### src/rtl/mux_sel_rr_arbiter.sv
// Round-robin arbiter that drives the 2-bit select of a downstream 4:1 mux, with a hold-time watchdog.
// Latency: req -> grant/sel/busy is 1 cycle. On release the next grant follows on the next edge with no idle bubble.
// Backpressure: a requester keeps its grant until done, until it drops req, or until the watchdog revokes it.
module mux_sel_rr_arbiter #(
  parameter int MAX_HOLD = 16,
  parameter int CNT_W    = 5
) (
  input  logic       clk,
  input  logic       rst,
  input  logic [3:0] req,
  input  logic       done,
  output logic [1:0] sel,
  output logic [3:0] grant,
  output logic       busy,
  output logic       timeout
);

  typedef enum logic {IDLE = 1'b0, GRANT = 1'b1} state_t;

  // Counter value seen in the last cycle a grant may last. Unused when MAX_HOLD is 0.
  localparam logic [CNT_W-1:0] HOLD_LAST = (MAX_HOLD == 0) ? '0 : CNT_W'(MAX_HOLD - 1);
  localparam logic [CNT_W-1:0] CNT_MAX   = '1;

  state_t           state, state_nxt;
  logic [1:0]       sel_nxt;
  logic [3:0]       grant_nxt;
  logic             timeout_nxt;
  logic [1:0]       ptr, ptr_nxt;
  logic [CNT_W-1:0] cnt, cnt_nxt;
  logic             wd_hit;
  logic             release_now;
  logic [2:0]       pick_idle;
  logic [2:0]       pick_rel;

  // Round-robin search: first set bit of r starting at p+1 and wrapping to p.
  // Result is {found, index}. Scanning from the farthest offset down lets the nearest one win.
  function automatic logic [2:0] rr_pick(input logic [3:0] r, input logic [1:0] p);
    logic [2:0] res;
    logic [1:0] idx;
    res = 3'b000;
    for (int k = 4; k >= 1; k--) begin
      idx = p + 2'(k);
      if (r[idx]) res = {1'b1, idx};
    end
    return res;
  endfunction

  assign busy = (state == GRANT);

  // Next-state, next-grant and watchdog decisions.
  always_comb begin
    state_nxt   = state;
    sel_nxt     = sel;
    grant_nxt   = grant;
    ptr_nxt     = ptr;
    cnt_nxt     = cnt;
    timeout_nxt = 1'b0;
    wd_hit      = (MAX_HOLD != 0) && (cnt == HOLD_LAST);
    release_now = done || !req[sel] || wd_hit;
    pick_idle   = rr_pick(req, ptr);
    // The releasing channel is excluded so that a hog cannot immediately win again.
    pick_rel    = rr_pick(req & ~(4'b0001 << sel), ptr);
    case (state)
      IDLE: begin
        grant_nxt = 4'b0000;
        if (pick_idle[2]) begin
          state_nxt = GRANT;
          sel_nxt   = pick_idle[1:0];
          grant_nxt = 4'b0001 << pick_idle[1:0];
          ptr_nxt   = pick_idle[1:0];
          cnt_nxt   = '0;
        end
      end
      GRANT: begin
        if (release_now) begin
          // Only the watchdog can release while the holder still requests and has not signalled done.
          timeout_nxt = !done && req[sel];
          if (pick_rel[2]) begin
            sel_nxt   = pick_rel[1:0];
            grant_nxt = 4'b0001 << pick_rel[1:0];
            ptr_nxt   = pick_rel[1:0];
            cnt_nxt   = '0;
          end else begin
            state_nxt = IDLE;
            grant_nxt = 4'b0000;
          end
        end else begin
          cnt_nxt = (cnt == CNT_MAX) ? cnt : cnt + CNT_W'(1);
        end
      end
      default: begin
        state_nxt = IDLE;
        grant_nxt = 4'b0000;
      end
    endcase
  end

  // State and registered outputs. Pointer resets to 3 so the first search starts at channel 0.
  always_ff @(posedge clk or posedge rst) begin
    if (rst) begin
      state   <= IDLE;
      sel     <= 2'b00;
      grant   <= 4'b0000;
      timeout <= 1'b0;
      ptr     <= 2'd3;
      cnt     <= '0;
    end else begin
      state   <= state_nxt;
      sel     <= sel_nxt;
      grant   <= grant_nxt;
      timeout <= timeout_nxt;
      ptr     <= ptr_nxt;
      cnt     <= cnt_nxt;
    end
  end

endmodule

### config.mk
export PLATFORM = sky130hd
export DESIGN_NAME = mux_sel_rr_arbiter
export DESIGN_NICKNAME = d
export VERILOG_FILES = /design/src/rtl/mux_sel_rr_arbiter.sv
export SDC_FILE = /design/constraint.sdc
export NUM_CORES = 1
export LEC_CHECK = 0
export ABC_CLOCK_PERIOD_IN_PS = 2100
export CAP_MARGIN = 20
export CORE_MARGIN = 2
export CORE_UTILIZATION = 51
export CTS_BUF_LIST = sky130_fd_sc_hd__clkbuf_4
export DETAILED_ROUTE_END_ITERATION = 10
export HOLD_SLACK_MARGIN = 0.05
export PLACE_DENSITY = 0.78
export SYNTH_ARGS = -nofsm -noshare
export SYNTH_HDL_FRONTEND = slang
export SYNTH_SLANG_ARGS = --single-unit
### constraint.sdc
create_clock -name clk -period 2.1 [get_ports clk]
set_clock_uncertainty 0.2 [all_clocks]
set_input_delay 0.42 -clock clk [delete_from_list [all_inputs] [get_ports clk]]
set_output_delay 0.42 -clock clk [all_outputs]
set_load 0.03 [all_outputs]
==> run_results.csv <==
group,metric,value,unit
outcome,status,"complete, but fails checks",
outcome,violations,"setup timing",
floorplan,core_area,0.00217,mm^2
pwr,powerDensity,1400,mW/mm^2
logic_synthesis,syn-cell-area,0.00115,mm^2
floorplan,rows,17,
grt,grt_usage,26.4,%
timing,tightest_slew,563,ps
job,drv_cap,0,
place,post-dp-hpwl,2220,um
layout,antenna_cells,0,
place,gp_congestion,0.860,
floorplan,dieWidth,51.5,um
logic_synthesis,yosys-top-cells-area,"dfrtp_1 28%, nor2_1 5.2%, dfstp_2 4.6%",
pwr,leakagePower,0.709,nW
routing,vias,1196,
logic_synthesis,yosysTopAreaCellShare,28.3,%
grt,grt_max_degree,16,
logic_synthesis,seq_area_frac_synth,32.9,%
timing,slew_headroom,62.4,%
routing,drc,0,
cts,cts_tree,"done",
layout,final_util,73.6,%
worst_setup_path,endpoint_kind,"flip-flop",
logic_synthesis,ys_warn_count,0,
logic_synthesis,synth_edf_count,0,
worst_setup_path,worstSetupStartpointType,"flip-flop",
timing,fin_crit_sh,110,%
logic_synthesis,yosysTopAreaCell,"dfrtp_1",
worst_hold_path,hold_path_class,"in2async",
logic_synthesis,postSynthAreaPerCell,8.33,um^2
layout,syn_to_final_growth,39.0,%
logic_synthesis,ys_types,50,
cts,cts_root_buffer,"clkbuf_4",
timing,rsz0062_at_grt,"yes",
timing,drv_slew,0,
worst_setup_path,cp.arrival,2280,ps
timing,fin_ws,-211,ps
routing,ant_nets,0,
worst_setup_path,required,2070,ps
pwr,ir_drop,1.04,mV
floorplan,ios,15,
logic_synthesis,yosys-top-cells-count,"16 x nor2_1, 13 x dfrtp_1, 10 x nand2_1",
timing,setup_viol,14,
floorplan,die-area,0.00265,mm^2
cts,cts.htree.levels,1,
routing,drt_wl_total,3200,um
floorplan,start_util,53.0,%
layout,nets,186,
grt,grt_pass1_vias,1200,
logic_synthesis,syn_nets,148,
cts,cts_buffer_depth,2,
floorplan,dieHeight,51.5,um
place,io_buffer_count,14,
layout,final_layout_size_suffix_gt1_share,31.4,%
logic_synthesis,ys_seq_elements,15,
cts,cts_buffers,3,
worst_setup_path,path_max_fanout,5,
grt,overflow,0,
grt,antenna_found_initial,0,
grt,grt_pass1_wl,5240,um
logic_synthesis,yosysMostFrequentCell,"nor2_1",
timing,fmax,433,MHz
worst_setup_path,worstSetupPathType,"reg2reg",
logic_synthesis,async_flop_share,100,%
timing,hold_violations,0,
cts,cts_sinks,15,
routing,firstDrtPassIters,4,
logic_synthesis,synthFlopType,"dfrtp_1",
worst_setup_path,ff2ff_path_depth,8,
place,pre_cts_slack,-408,ps
cts,hold_buffers,0,
cts,clk_latency,290,ps
routing,drt_iter0_markers,29,
logic_synthesis,synthCells,138,
cts,path_clk_slew,90,ps
timing,fin_crit,2310,ps
routing,wl_per_cell,15.7,um
routing,vias_per_cell,5.89,
[final cells by class]
type,count,area (um^2)
multi-input combinational,105,763
fill,163,572
sequential,15,378
clock buffer,4,30.0
tap,28,35.0
inverter,10,40.0
timing repair buffer,41,352
[kinds of logic (layout without fill, tap and decap cells)]
kind of cell | Yosys count | after routing | synth area share [%]
flip-flops | 15 | 15 | 32.9
buffers and inverters | 19 | 55 | 8.05
AO/OA/AOI/OAI | 39 | 39 | 24.9
AND/OR/NAND/NOR | 57 | 58 | 26.6
multiplexers | 2 | 2 | 1.74
adder cells (fa/ha/maj) | 5 | 5 | 5.11
XOR/XNOR | 1 | 1 | 0.762
[per-layer routing]
metal  GRT usage, %  routed length [um]
met2           45.9                1640
met5              0                   0
met3           4.68                 108
met1           31.5                1420
met4           11.4                  29
[worst max-delay path: stages, from the launching register on]
cell	delay, ps
dfrtp_1	400
ha_2	200
and3_4	160
ha_4	150
buf_4	120
o32a_1	420
nand2b_4	220
buf_6	130
o22a_1	190
[final timing paths]
| kind | from | endpoint | slack [ps] |
|---|---|---|---|
| worst min-delay path | rst | cnt[3] | 270 |
| worst max-delay path | cnt[0] | grant[3] | -210 |
| worst max register to register | cnt[0] | grant[3] | -210 |
| min in group clk | grant[2] | grant[2] | 320 |
| max in group asynchronous | rst | ptr[0] | 1050 |
| worst min register to register | grant[2] | grant[2] | 320 |
[power by group]
part / internal, mW / total [mW] / switching [mW] / leakage, nW
logic: 0.703 / 1.52 / 0.817 / 0.505
registers: 0.418 / 0.536 / 0.118 / 0.185
clock network: 0.0867 / 0.180 / 0.0935 / 0.0184
total: 1.21 / 2.24 / 1.03 / 0.709
[per-stage QoR]
| step | setup TNS (ps) | hold slack (ps) | instances | total power, mW | cell area (um^2) |
|---|---|---|---|---|---|
| after global placement | -4010 | 279 | 195 | 1.85 | 1480 |
| after floorplan | -499 | 120 | 138 | 1.47 | 1180 |
| after global routing | -3070 | 349 | 203 | 2.37 | 1600 |
| after detailed placement | -4730 | 306 | 195 | 1.91 | 1480 |
| after CTS | -1820 | 297 | 201 | 2.14 | 1540 |
| final | -2250 | 273 | 203 | 2.24 | 1600 |
[repair_timing]
item,CTS,global route
cloned,1,0
buffers inserted,1,2
hold endpoints to repair,0,0
endpoints found under the setup margin,14,14
pin swaps,3,4
gates resized for setup,7,9
[flip-flops by register name (all words and copies together) (netlist names)]
name / flops
timeout: 1
ptr: 2
grant: 4
sel: 2
cnt: 5
busy: 1
[layout by cell type (no fill, tap or decap), types with 2 or more instances in the layout]
| cell | instances |
|---|---|
| nor2_1 | 11 |
| nor2_4 | 3 |
| nand2b_1 | 5 |
| nand3_1 | 2 |
| nand2_1 | 10 |
| clkdlybuf4s50_1 | 12 |
| nand4_1 | 2 |
| dfrtp_1 | 13 |
| buf_4 | 25 |
| o21ai_0 | 5 |
| a21oi_1 | 7 |
| mux2i_1 | 2 |
| o22a_1 | 2 |
| o32a_1 | 2 |
| clkbuf_4 | 4 |
| nor2_2 | 2 |
| nor2b_1 | 6 |
| nand2b_4 | 2 |
| dfstp_2 | 2 |
| inv_1 | 8 |
| buf_6 | 2 |
| nor3_1 | 3 |
| o21ai_1 | 2 |
| a211oi_2 | 2 |
| a31oi_1 | 2 |
| nand4b_1 | 2 |
| o21a_1 | 4 |
(Power assumes the default switching activity.)
